==> config.mk <==
export PLATFORM = sky130hd
export DESIGN_NAME = outport_seg_scanner_flat
export DESIGN_NICKNAME = d
export VERILOG_FILES = /design/src/rtl/outport_seg_scanner_if.sv /design/src/rtl/outport_seg_scanner.sv /design/src/flat_wrapper.sv
export SDC_FILE = /design/constraint.sdc
export NUM_CORES = 1
export LEC_CHECK = 0
export ABC_AREA = 1
export CAP_MARGIN = 20
export CORE_UTILIZATION = 35
export DETAILED_ROUTE_END_ITERATION = 6
export GPL_TIMING_DRIVEN = 0
export MAX_ROUTING_LAYER = met4
export PLACE_DENSITY = 0.57
export SLEW_MARGIN = 20
export SYNTH_ARGS = -nofsm -noshare
export SYNTH_HDL_FRONTEND = slang
export SYNTH_SLANG_ARGS = --single-unit
export TNS_END_PERCENT = 10
==> constraint.sdc <==
create_clock -name clk -period 4 [get_ports clk]
set_clock_uncertainty 0.05 [all_clocks]
set_input_delay 1.2 -clock clk [delete_from_list [all_inputs] [get_ports clk]]
set_output_delay 1.2 -clock clk [all_outputs]
set_load 0.02 [all_outputs]
==> src/rtl/outport_seg_scanner_if.sv <==
// Interface between the OUTPORT register side and the 7-segment scanner.
// The master side owns the OUTPORT value, its load strobe and the display enable.
// The slave side drives the segment and anode outputs and the frame status.
interface outport_seg_scanner_if #(
   parameter int NUM_DIGITS = 4
);
   logic [31:0]           outportData;
   logic                  outportLoad;
   logic                  enable;
   logic [6:0]            seg;
   logic [NUM_DIGITS-1:0] anode;
   logic [2:0]            digit_idx;
   logic                  frame_done;

   modport master (
      output outportData, outportLoad, enable,
      input  seg, anode, digit_idx, frame_done
   );

   modport slave (
      input  outportData, outportLoad, enable,
      output seg, anode, digit_idx, frame_done
   );
endinterface

==> src/rtl/outport_seg_scanner.sv <==
// outport_seg_scanner: drives a time-multiplexed hex 7-segment bank from the OUTPORT register.
//
// Buffering: OUTPORT writes land in `pending`. `display` is only reloaded while the
// scanner is OFF or when the scan wraps from the last digit back to digit 0, so a
// frame always shows a single consistent value.
//
// Slot timing: each digit is lit for CLK_DIV cycles. Every digit is followed by
// GAP_CYCLES cycles with all anodes off, which avoids ghosting between digits.
//
// Output registers: all outputs are registered. Each output register is loaded from
// the *next* state, so the outputs always line up with the current state register.
//
// Optional macro LEADING_ZERO_BLANK_EN: digits above the most-significant nonzero
// nibble are blanked. Digit 0 is always decoded.
module outport_seg_scanner #(
   parameter int NUM_DIGITS = 4,
   parameter int CLK_DIV    = 50000,
   parameter int GAP_CYCLES = 16,
   parameter bit ACTIVE_LOW = 1
) (
   input  logic                  clk,
   input  logic                  rst,
   outport_seg_scanner_if.slave  bus
);

   // One counter is shared by the SHOW and GAP phases, so it is sized for the longer of the two.
   localparam int PW = $clog2((CLK_DIV > GAP_CYCLES) ? CLK_DIV : GAP_CYCLES);

   localparam logic [PW-1:0]         SHOW_LAST  = PW'(CLK_DIV - 1);
   localparam logic [PW-1:0]         GAP_LAST   = PW'(GAP_CYCLES - 1);
   localparam logic [2:0]            LAST_DIGIT = 3'(NUM_DIGITS - 1);
   localparam logic [NUM_DIGITS-1:0] ONE_HOT    = NUM_DIGITS'(1);
   localparam logic [6:0]            SEG_OFF    = {7{ACTIVE_LOW}};
   localparam logic [NUM_DIGITS-1:0] AN_OFF     = {NUM_DIGITS{ACTIVE_LOW}};

   typedef enum logic [1:0] {
      ST_OFF,
      ST_SHOW,
      ST_GAP
   } state_t;

   state_t                state_q, state_d;
   logic [31:0]           pending_q, pending_d;
   logic                  pend_valid_q, pend_valid_d;
   logic [31:0]           display_q, display_d;
   logic [PW-1:0]         prescaler_q, prescaler_d;
   logic [2:0]            digit_idx_q, digit_idx_d;
   logic                  frame_done_q, frame_done_d;
   logic [6:0]            seg_q, seg_d;
   logic [NUM_DIGITS-1:0] anode_q, anode_d;

   logic                  refresh;
   logic [3:0]            nibble;
   logic [6:0]            seg_on;
`ifdef LEADING_ZERO_BLANK_EN
   logic [2:0]            msd;
`endif

   // Hex to active-high segment pattern {g,f,e,d,c,b,a}.
   function automatic logic [6:0] hex7(input logic [3:0] n);
      case (n)
         4'h0: hex7 = 7'h3F;
         4'h1: hex7 = 7'h06;
         4'h2: hex7 = 7'h5B;
         4'h3: hex7 = 7'h4F;
         4'h4: hex7 = 7'h66;
         4'h5: hex7 = 7'h6D;
         4'h6: hex7 = 7'h7D;
         4'h7: hex7 = 7'h07;
         4'h8: hex7 = 7'h7F;
         4'h9: hex7 = 7'h6F;
         4'hA: hex7 = 7'h77;
         4'hB: hex7 = 7'h7C;
         4'hC: hex7 = 7'h39;
         4'hD: hex7 = 7'h5E;
         4'hE: hex7 = 7'h79;
         default: hex7 = 7'h71;
      endcase
   endfunction

   // Next-state logic: scan sequencing, double-buffer transfer and registered output values.
   always_comb begin
      state_d      = state_q;
      pending_d    = pending_q;
      pend_valid_d = pend_valid_q;
      display_d    = display_q;
      prescaler_d  = prescaler_q;
      digit_idx_d  = digit_idx_q;
      frame_done_d = 1'b0;
      refresh      = (state_q == ST_OFF);
      seg_d        = SEG_OFF;
      anode_d      = AN_OFF;
      nibble       = 4'h0;
      seg_on       = 7'h00;
`ifdef LEADING_ZERO_BLANK_EN
      msd          = 3'd0;
`endif

      if (bus.outportLoad) begin
         pending_d    = bus.outportData;
         pend_valid_d = 1'b1;
      end

      if (!bus.enable) begin
         state_d     = ST_OFF;
         digit_idx_d = 3'd0;
         prescaler_d = '0;
      end else begin
         case (state_q)
            ST_OFF: begin
               state_d     = ST_SHOW;
               digit_idx_d = 3'd0;
               prescaler_d = '0;
            end
            ST_SHOW: begin
               if (prescaler_q == SHOW_LAST) begin
                  state_d      = ST_GAP;
                  prescaler_d  = '0;
                  frame_done_d = (digit_idx_q == LAST_DIGIT);
               end else begin
                  prescaler_d = prescaler_q + PW'(1);
               end
            end
            ST_GAP: begin
               if (prescaler_q == GAP_LAST) begin
                  state_d     = ST_SHOW;
                  prescaler_d = '0;
                  if (digit_idx_q == LAST_DIGIT) begin
                     digit_idx_d = 3'd0;
                     refresh     = 1'b1;
                  end else begin
                     digit_idx_d = digit_idx_q + 3'd1;
                  end
               end else begin
                  prescaler_d = prescaler_q + PW'(1);
               end
            end
            default: begin
               state_d     = ST_OFF;
               digit_idx_d = 3'd0;
               prescaler_d = '0;
            end
         endcase
      end

      // A write arriving on the transfer cycle bypasses pending and goes straight to display.
      if (refresh) begin
         if (bus.outportLoad) begin
            display_d    = bus.outportData;
            pend_valid_d = 1'b0;
         end else if (pend_valid_q) begin
            display_d    = pending_q;
            pend_valid_d = 1'b0;
         end
      end

      nibble = display_d[{digit_idx_d, 2'b00} +: 4];
      seg_on = hex7(nibble);
`ifdef LEADING_ZERO_BLANK_EN
      for (int i = 0; i < NUM_DIGITS; i++) begin
         if (display_d[4*i +: 4] != 4'h0) msd = 3'(i);
      end
      if (digit_idx_d > msd) seg_on = 7'h00;
`endif

      case (state_d)
         ST_SHOW: begin
            seg_d   = seg_on ^ SEG_OFF;
            anode_d = (ONE_HOT << digit_idx_d) ^ AN_OFF;
         end
         ST_GAP: begin
            seg_d   = seg_q;
            anode_d = AN_OFF;
         end
         default: begin
            seg_d   = SEG_OFF;
            anode_d = AN_OFF;
         end
      endcase
   end

   // State and output registers with synchronous reset to the blanked OFF condition.
   always_ff @(posedge clk) begin
      if (rst) begin
         state_q      <= ST_OFF;
         pending_q    <= '0;
         pend_valid_q <= 1'b0;
         display_q    <= '0;
         prescaler_q  <= '0;
         digit_idx_q  <= 3'd0;
         frame_done_q <= 1'b0;
         seg_q        <= SEG_OFF;
         anode_q      <= AN_OFF;
      end else begin
         state_q      <= state_d;
         pending_q    <= pending_d;
         pend_valid_q <= pend_valid_d;
         display_q    <= display_d;
         prescaler_q  <= prescaler_d;
         digit_idx_q  <= digit_idx_d;
         frame_done_q <= frame_done_d;
         seg_q        <= seg_d;
         anode_q      <= anode_d;
      end
   end

   assign bus.seg        = seg_q;
   assign bus.anode      = anode_q;
   assign bus.digit_idx  = digit_idx_q;
   assign bus.frame_done = frame_done_q;

endmodule
==> src/flat_wrapper.sv <==
// flat-port wrapper written by rule: the top's interface ports become plain ports
module outport_seg_scanner_flat 
#(
   parameter int NUM_DIGITS = 4,
   parameter int CLK_DIV    = 50000,
   parameter int GAP_CYCLES = 16,
   parameter bit ACTIVE_LOW = 1
)
  (clk, rst, bus_outportData, bus_outportLoad, bus_enable, bus_seg, bus_anode, bus_digit_idx, bus_frame_done);
  outport_seg_scanner_if #(.NUM_DIGITS(NUM_DIGITS)) bus_i ();
  input  logic clk;
  input  logic rst;
  input wire logic [$bits(bus_i.outportData)-1:0] bus_outportData;
  input wire logic [$bits(bus_i.outportLoad)-1:0] bus_outportLoad;
  input wire logic [$bits(bus_i.enable)-1:0] bus_enable;
  output wire logic [$bits(bus_i.seg)-1:0] bus_seg;
  output wire logic [$bits(bus_i.anode)-1:0] bus_anode;
  output wire logic [$bits(bus_i.digit_idx)-1:0] bus_digit_idx;
  output wire logic [$bits(bus_i.frame_done)-1:0] bus_frame_done;
  assign bus_i.outportData = bus_outportData;
  assign bus_i.outportLoad = bus_outportLoad;
  assign bus_i.enable = bus_enable;
  assign bus_seg = bus_i.seg;
  assign bus_anode = bus_i.anode;
  assign bus_digit_idx = bus_i.digit_idx;
  assign bus_frame_done = bus_i.frame_done;
  outport_seg_scanner #(.NUM_DIGITS(NUM_DIGITS), .CLK_DIV(CLK_DIV), .GAP_CYCLES(GAP_CYCLES), .ACTIVE_LOW(ACTIVE_LOW)) u_core (.clk(clk), .rst(rst), .bus(bus_i));
endmodule
==> results.md, run 1 <==
- Initial antenna violation count: 0
- CTS Root Cell: clkbuf_16
- Post-Syn Area: 0.00527 mm2
- Io pins: 51
- Worst-path clk slew: 0.07 ns
- Distinct cells, synth: 41
- CTS max path bufs: 2
- Placed Area: 0.00599 mm2
- Pleak: 2.69 nW
- Outcome: complete, no violations
- Area Growth Syn to Fin: 19.6%
- Slew @ Worst Pin: 0.740 ns
- Nets: 862
- Core Rows: 44
- Peak supply drop: 0.219 mV
- Post-synthesis register bit count: 98
- Layout cells sized above 1: 10.9%
- Worst min path class: reg2reg
- FF-to-FF Start: u_core.prescaler_q[0]
- CTS Buf Count: 9
- PortBufs: 49
- Filler cells: 1516
- DR top layer: met4
- Max Freq: 265 MHz
- Syn Inst Count: 752
- CP startpoint: bus_enable
- Worst-path maximum fanout: 10
- CTS tree: built
- Hold WS: 0.403 ns
- Slew margin rel.: 50.7%
- CP arrival: 3.99 ns
- Routed met1 length: 7010 um
- PwrDens: 363 mW/mm2
- Worst min-delay path startpoint: u_core.prescaler_q[0]
- CP Capture Type: register
- Initial Util: 36.1%
- Layout Cells excl Fill: 1002
- Core box area: 0.0146 mm2
- Cts-stage hold buffer count: 0
- Synthesized net count: 801
- Post-route ant nets: 0
- Total gr overflow: 0
- Top cell type's share of synthesized area: 37.2%
- Critical Path RT: 4.21 ns
- Sequential area share after synthesis: 37.2%
- Dpl hpwl: 9780 um
- Unrepaired setup endpoints after global routing: false
- GPL Wtd Cong: 0.829
- First-iteration detailed-routing DRC count: 385
- Top post-synthesis cells by area: dfxtp_1 37%, nand2_1 19%, a21oi_1 6.0%, nor2_1 3.9%, nand3_1 3.6%
- Via count: 4827
- Die X: 125 um
- Total track usage: 18.9%
- Hold path depth: 1
- Setup WS pre-CTS: -0.285 ns
- Clock sinks: 98
- CP startpoint kind: input pin
- Dpl cells: 985
- Met2 WL post-DR: 6140 um
- DR WL/cell: 13.8 um
- Yosys warns: 0
- Number of global-route vias before repair: 4384
- Largest net degree at the start of global routing: 19
- Synth area leader: dfxtp_1
- ANT cells: 0
- Period minus WS final: 3.78 ns
- Max Cap Violations: 0
- Register-to-Register Path Depth: 19
- Endpoints failing setup: 0
- Max Slew Vio Count: 0
- CTS H-tree lvls: 3
- Final Cycle Share: 94.5%
- Clock Latency Late Sink: 0.36 ns
- WL met3: 529 um
- Pre-antenna DRT Iters: 4
- Final Cell Area: 0.00630 mm2
- Full die area: 0.0156 mm2
- Final hold vios: 0
- Fin worst setup slack: 0.221 ns
- Total wire length: 13800 um
- Register area: 0.00196 mm2
- Critical path class: in2reg
- Die height: 125 um
- Footprint of the multi-input gates: 0.00296 mm2
- # DRC: 0
- Via density: 4.82
- Global-route wire length before repair: 22500 um
- Avg Inst Size Synth: 7.01 um2
-- repair_timing --
action | 4_1_cts | 5_1_grt
setup buffers | 0 | 1
gates resized for setup | 0 | 5
endpoints found under the setup margin | 0 | 7
-- synthesized netlist by cell type (all sizes together) --
cell type / count
nand2: 297
dfxtp: 98
a21oi: 67
nor2: 60
nand3: 48
inv: 43
o21ai: 38
clkbuf: 18
mux2i: 17
buf: 15
ha: 13
a21boi: 9
nor3b: 5
nand4: 4
nor3: 4
xor2: 4
or2: 3
nand3b: 2
o21a: 2
xnor2: 2
and2: 1
and3: 1
nor4: 1
-- critical path, cell delays in order --
cell and delay (ns):
clkdlybuf4s50_1 0.49, inv_1 0.10, o21ai_4 0.36, a21boi_4 0.27, buf_12 0.15, buf_6 0.15, nand2_1 0.07, nand2_1 0.06
nand2_1 0.04, nand2_1 0.10, nand2_1 0.06, nand4_1 0.08, nand2_2 0.12, ha_1 0.29, nand3_1 0.12, nand3_1 0.11
nand3_1 0.08, nand2_1 0.07, inv_1 0.03
-- stage by stage --
step	utilization (%)	total power [mW]	TNS [ns]
floorplan	-	1.32	0
global route	43.2	2.40	0
CTS	43.0	2.31	0
detailed placement	41.1	1.44	-1.41
global placement	41.1	1.44	-1.41
finish	43.2	2.28	0
-- path summary, 6_finish.rpt --
path | endpoint | slack, ns
worst min-delay path | u_core.prescaler_q[0] | 0.40
worst min register to register | u_core.prescaler_q[0] | 0.40
worst max register to register | u_core.bus.seg[3] | 0.88
worst max-delay path | u_core.bus.seg[3] | 0.22
-- sequential cells by signal, summed over array words and instances (netlist names) --
register / cells
u_core.state_q: 2
u_core.bus.seg: 7
u_core.prescaler_q: 16
u_core.bus.anode: 4
u_core.pending_q: 32
u_core.display_q: 32
u_core.bus.digit_idx: 3
u_core.pend_valid_q: 1
u_core.bus.frame_done: 1
-- report_power, final --
| part | internal (mW) | switching [mW] | total, mW |
|---|---|---|---|
| clock | 0.432 | 0.425 | 0.857 |
| combinational | 0.153 | 0.229 | 0.382 |
| sequential | 1.02 | 0.0224 | 1.05 |
| total | 1.61 | 0.676 | 2.28 |
-- cells by family after synthesis --
family | after synthesis | share of synthesized area [%]
and+or+nand+nor | 426 | 36.4
AOI/OAI and AO/OA | 116 | 12.5
DFF | 98 | 37.2
buffers and inverters | 76 | 6.62
muxes | 17 | 3.23
adders and majority gates | 13 | 3.09
xor gates and xnor gates | 6 | 0.997
-- per-layer routing --
metal  vias to the layer above  global-route usage, %
met2                        89                   29.1
met4                         0                   4.75
met1                      2178                   25.1
li1                       2550                      -
met5                         -                      -
met3                        10                   4.25
-- layout make-up --
cell class / instances / area share, %
well taps: 184 / 3.65
clock inverters: 7 / 0.953
multi-input cells: 578 / 47.0
repair buffers: 50 / 8.10
plain buffers: 33 / 3.06
inverters: 43 / 2.56
flip-flops and latches: 98 / 31.1
clock buffers: 9 / 3.57
-- placed cells by master (no fill, tap or decap), types with 5 or more instances in the layout --
master	n
a21boi_0	8
a21oi_1	63
buf_2	7
buf_6	5
clkbuf_1	17
clkbuf_16	9
clkdlybuf4s50_1	49
dfxtp_1	98
ha_1	13
inv_1	41
mux2i_1	17
nand2_1	267
nand2_2	23
nand2_4	5
nand3_1	38
nand3_2	9
nor2_1	55
nor3b_1	5
o21ai_0	31
o21ai_1	5
(Power assumes the default switching activity.)
==> run 2, diff against run 1 <==
--- a/config.mk
+++ b/config.mk
@@ -6,7 +6,6 @@
 export NUM_CORES = 1
 export LEC_CHECK = 0
 export ABC_AREA = 1
-export CAP_MARGIN = 20
 export CORE_UTILIZATION = 35
 export DETAILED_ROUTE_END_ITERATION = 6
 export GPL_TIMING_DRIVEN = 0
==> results of run 2 <==
Final layout, timing and power as in run 1 (identical DEF).
==> run 3, diff against run 2 <==
--- a/config.mk
+++ b/config.mk
@@ -11,6 +11,7 @@
 export GPL_TIMING_DRIVEN = 0
 export MAX_ROUTING_LAYER = met4
 export PLACE_DENSITY = 0.57
+export SKIP_LAST_GASP = 1
 export SLEW_MARGIN = 20
 export SYNTH_ARGS = -nofsm -noshare
 export SYNTH_HDL_FRONTEND = slang
==> results of run 3 <==
Final layout, timing and power as in run 1 (identical DEF).
==> variant (settings of run 3) <==
`NUM_DIGITS` is set to 4 in 3 places; all go to 5.
--- a/src/rtl/outport_seg_scanner_if.sv
+++ b/src/rtl/outport_seg_scanner_if.sv
@@ -2,7 +2,7 @@
 // The master side owns the OUTPORT value, its load strobe and the display enable.
 // The slave side drives the segment and anode outputs and the frame status.
 interface outport_seg_scanner_if #(
-   parameter int NUM_DIGITS = 4
+   parameter int NUM_DIGITS = 5
 );
    logic [31:0]           outportData;
    logic                  outportLoad;
--- a/src/rtl/outport_seg_scanner.sv
+++ b/src/rtl/outport_seg_scanner.sv
@@ -13,7 +13,7 @@
 // Optional macro LEADING_ZERO_BLANK_EN: digits above the most-significant nonzero
 // nibble are blanked. Digit 0 is always decoded.
 module outport_seg_scanner #(
-   parameter int NUM_DIGITS = 4,
+   parameter int NUM_DIGITS = 5,
    parameter int CLK_DIV    = 50000,
    parameter int GAP_CYCLES = 16,
    parameter bit ACTIVE_LOW = 1
--- a/src/flat_wrapper.sv
+++ b/src/flat_wrapper.sv
@@ -1,7 +1,7 @@
 // flat-port wrapper written by rule: the top's interface ports become plain ports
 module outport_seg_scanner_flat 
 #(
-   parameter int NUM_DIGITS = 4,
+   parameter int NUM_DIGITS = 5,
    parameter int CLK_DIV    = 50000,
    parameter int GAP_CYCLES = 16,
    parameter bit ACTIVE_LOW = 1
Ports: changed (resized bus_anode); port bits go from 51 to 52. No check against the original RTL was run, so the function may have changed too.
==> variant against run 3 <==
  * The run now ends with design-rule violations left
  * Worst hold slack worse by 0.0034 ns
  * Die area is 0.38% higher
  * Sequential cell count is 1 higher
  * Sequential share of layout area is 0.24 points higher
  * Synthesized area is 0.38% higher
  * Utilization is 0.051 points lower
  * Wire length is 5.1% higher
  * First-iteration DRC count is 22% lower
  * Register-to-register slack better by 0.05 ns
  * Total power is 3.2% lower
  * Count of clock-buffer cells in the layout is 2 higher
  * Setup slack better by 0.060 ns
  * Cell area is 0.26% higher
  * Highest routed layer unchanged
==> variant: results (changes against run 3) <==
| Metric | Value |
|---|---|
| Run status | `complete, but fails checks (was finished clean)` |
| Violated checks | `design-rule violations` |
| Peak VDD IR | `0.224 mV (was 0.219 mV)` |
| Layout Nets | `935 (was 862)` |
| Top cells by count, synth | `316 x nand2_1, 99 x dfxtp_1, 75 x inv_1, 74 x nor2_1, 68 x a21oi_1 (was 267 x nand2_1, 98 x dfxtp_1, 63 x a21oi_1, 55 x nor2_1, 41 x inv_1)` |
| Synth Area in Compound Gates | `12.7% (was 12.5%)` |
| Reg2reg setup slack | `0.93 ns (was 0.88 ns)` |
| Yosys cell types | `36 (was 41)` |
| Drt wl/cell | `13.5 um (was 13.8 um)` |
| DRT Pass-1 Iters | `7 (was 4)` |
| DRC violations left | `11 (was 0)` |
| Switching Share | `27.9% (was 29.6%)` |
| Fill cells | `1,632 (was 1,516)` |
| Sequential share of the synthesized area | `37.5% (was 37.2%)` |
| Worst hold slack | `0.400 ns (was 0.403 ns)` |
| Pre-CTS WS | `-0.512 ns (was -0.285 ns)` |
| First-pass GRT wire length | `23,600 um (was 22,500 um)` |
| Drt via density | `4.78 (was 4.82)` |
| Reg-to-reg endpoint | `u_core.bus.seg[5]$_SDFFE_PP1P_ (was u_core.bus.seg[3]$_SDFFE_PP1P_)` |
| CP arrival | `3.96 ns (was 3.99 ns)` |
| Pin count of the biggest net entering global routing | `20 (was 19)` |
| Syn Area/Cell | `6.43 um2 (was 7.01 um2)` |
| R2R cell count | `22 (was 19)` |
| Hpwl dp | `10,600 um (was 9780 um)` |
| Global Route Usage Sum | `19.9% (was 18.9%)` |
| Lkg Pwr | `0.00282 uW (was 0.00269 uW)` |
| Routability Congestion | `0.842 (was 0.829)` |
| I/O Buffers | `50 (was 49)` |
| Post-Synth XOR/XNOR Area | `0.662% (was 0.997%)` |
| Period utilisation layout | `93.0% (was 94.5%)` |
| Vias in the first global route | `4,664 (was 4,384)` |
| Post-Synth Adder-Cell Area | `3.31% (was 3.09%)` |
| Synth Net Count | `873 (was 801)` |
## variant: changes by cell type after synthesis, sizes merged, moves of 3 or more
cell           run 3  this run
a21oi             67        70
xor2               4         1
mux2i             17         1
nand3             48        45
buf               15        19
a21boi             9         1
nand2            297       325
nor2              60        79
o21ai             38        52
inv               43        78
## variant: per-layer routing
layer  vias up  wire [um]  share of wire, %  global-route usage, %
li1       2694          -                 -                      -
met1      2347       7100                49                   24.6
met2        76       6750                46                   33.3
met3        13        493               3.4                   3.29
met4         0        182               1.3                   5.88
met5         -          0                 0                      -
## variant: stage by stage
step | area [um2] | setup TNS, ns
floorplan | 5290 | 0
global placement | 6020 | -9.10
detailed placement | 6020 | -8.95
CTS | 6290 | 0
global route | 6320 | -0.000534
finish | 6320 | 0
## variant: power groups by stage
stage	combinational (uW)	clock, uW	sequential (uW)
global route	377	880	1060
detailed placement	331	0	1070
finish	334	828	1050
CTS	333	845	1050
floorplan	209	0	1080
global placement	331	0	1070
## variant: how the worst max path moves through the flow
stage / start / endpoint / depth (start not counted)
finish: bus_outportLoad / u_core.bus.seg[5]$_SDFFE_PP1P_ / 20
global placement: bus_outportLoad / u_core.bus.seg[5]$_SDFFE_PP1P_ / 20
CTS: bus_outportLoad / u_core.bus.seg[5]$_SDFFE_PP1P_ / 22
global route: bus_outportLoad / u_core.bus.seg[5]$_SDFFE_PP1P_ / 20
floorplan: bus_enable / u_core.bus.seg[5]$_SDFFE_PP1P_ / 22
detailed placement: bus_outportLoad / u_core.bus.seg[5]$_SDFFE_PP1P_ / 20
## variant: cell families after synthesis
| logic type | Yosys count |
|---|---|
| adders and majority gates | 14 |
| DFF | 99 |
| AOI/OAI and AO/OA | 127 |
| muxes | 1 |
| and+or+nand+nor | 464 |
| xor gates and xnor gates | 4 |
| buffers and inverters | 114 |
## variant: repair_timing
action / CTS / global route
gates resized for setup: 3 / 10
pin swaps: 0 / 1
hold buffers: 0 / 0
setup endpoints to repair: 7 / 7
setup buffers: 0 / 2
## variant: area by class of cell
| class | count | area, um2 | area share (%) |
|---|---|---|---|
| Inverter | 78 | 293 | 4.63 |
| Clock buffer | 11 | 243 | 3.84 |
| Clock inverter | 4 | 27.5 | 0.436 |
| Tap cell | 184 | 230 | 3.64 |
| Multi-Input combinational cell | 610 | 2800 | 44.4 |
| Buffer | 35 | 225 | 3.56 |
| Sequential cell | 99 | 1980 | 31.4 |
| Timing Repair Buffer | 52 | 515 | 8.16 |
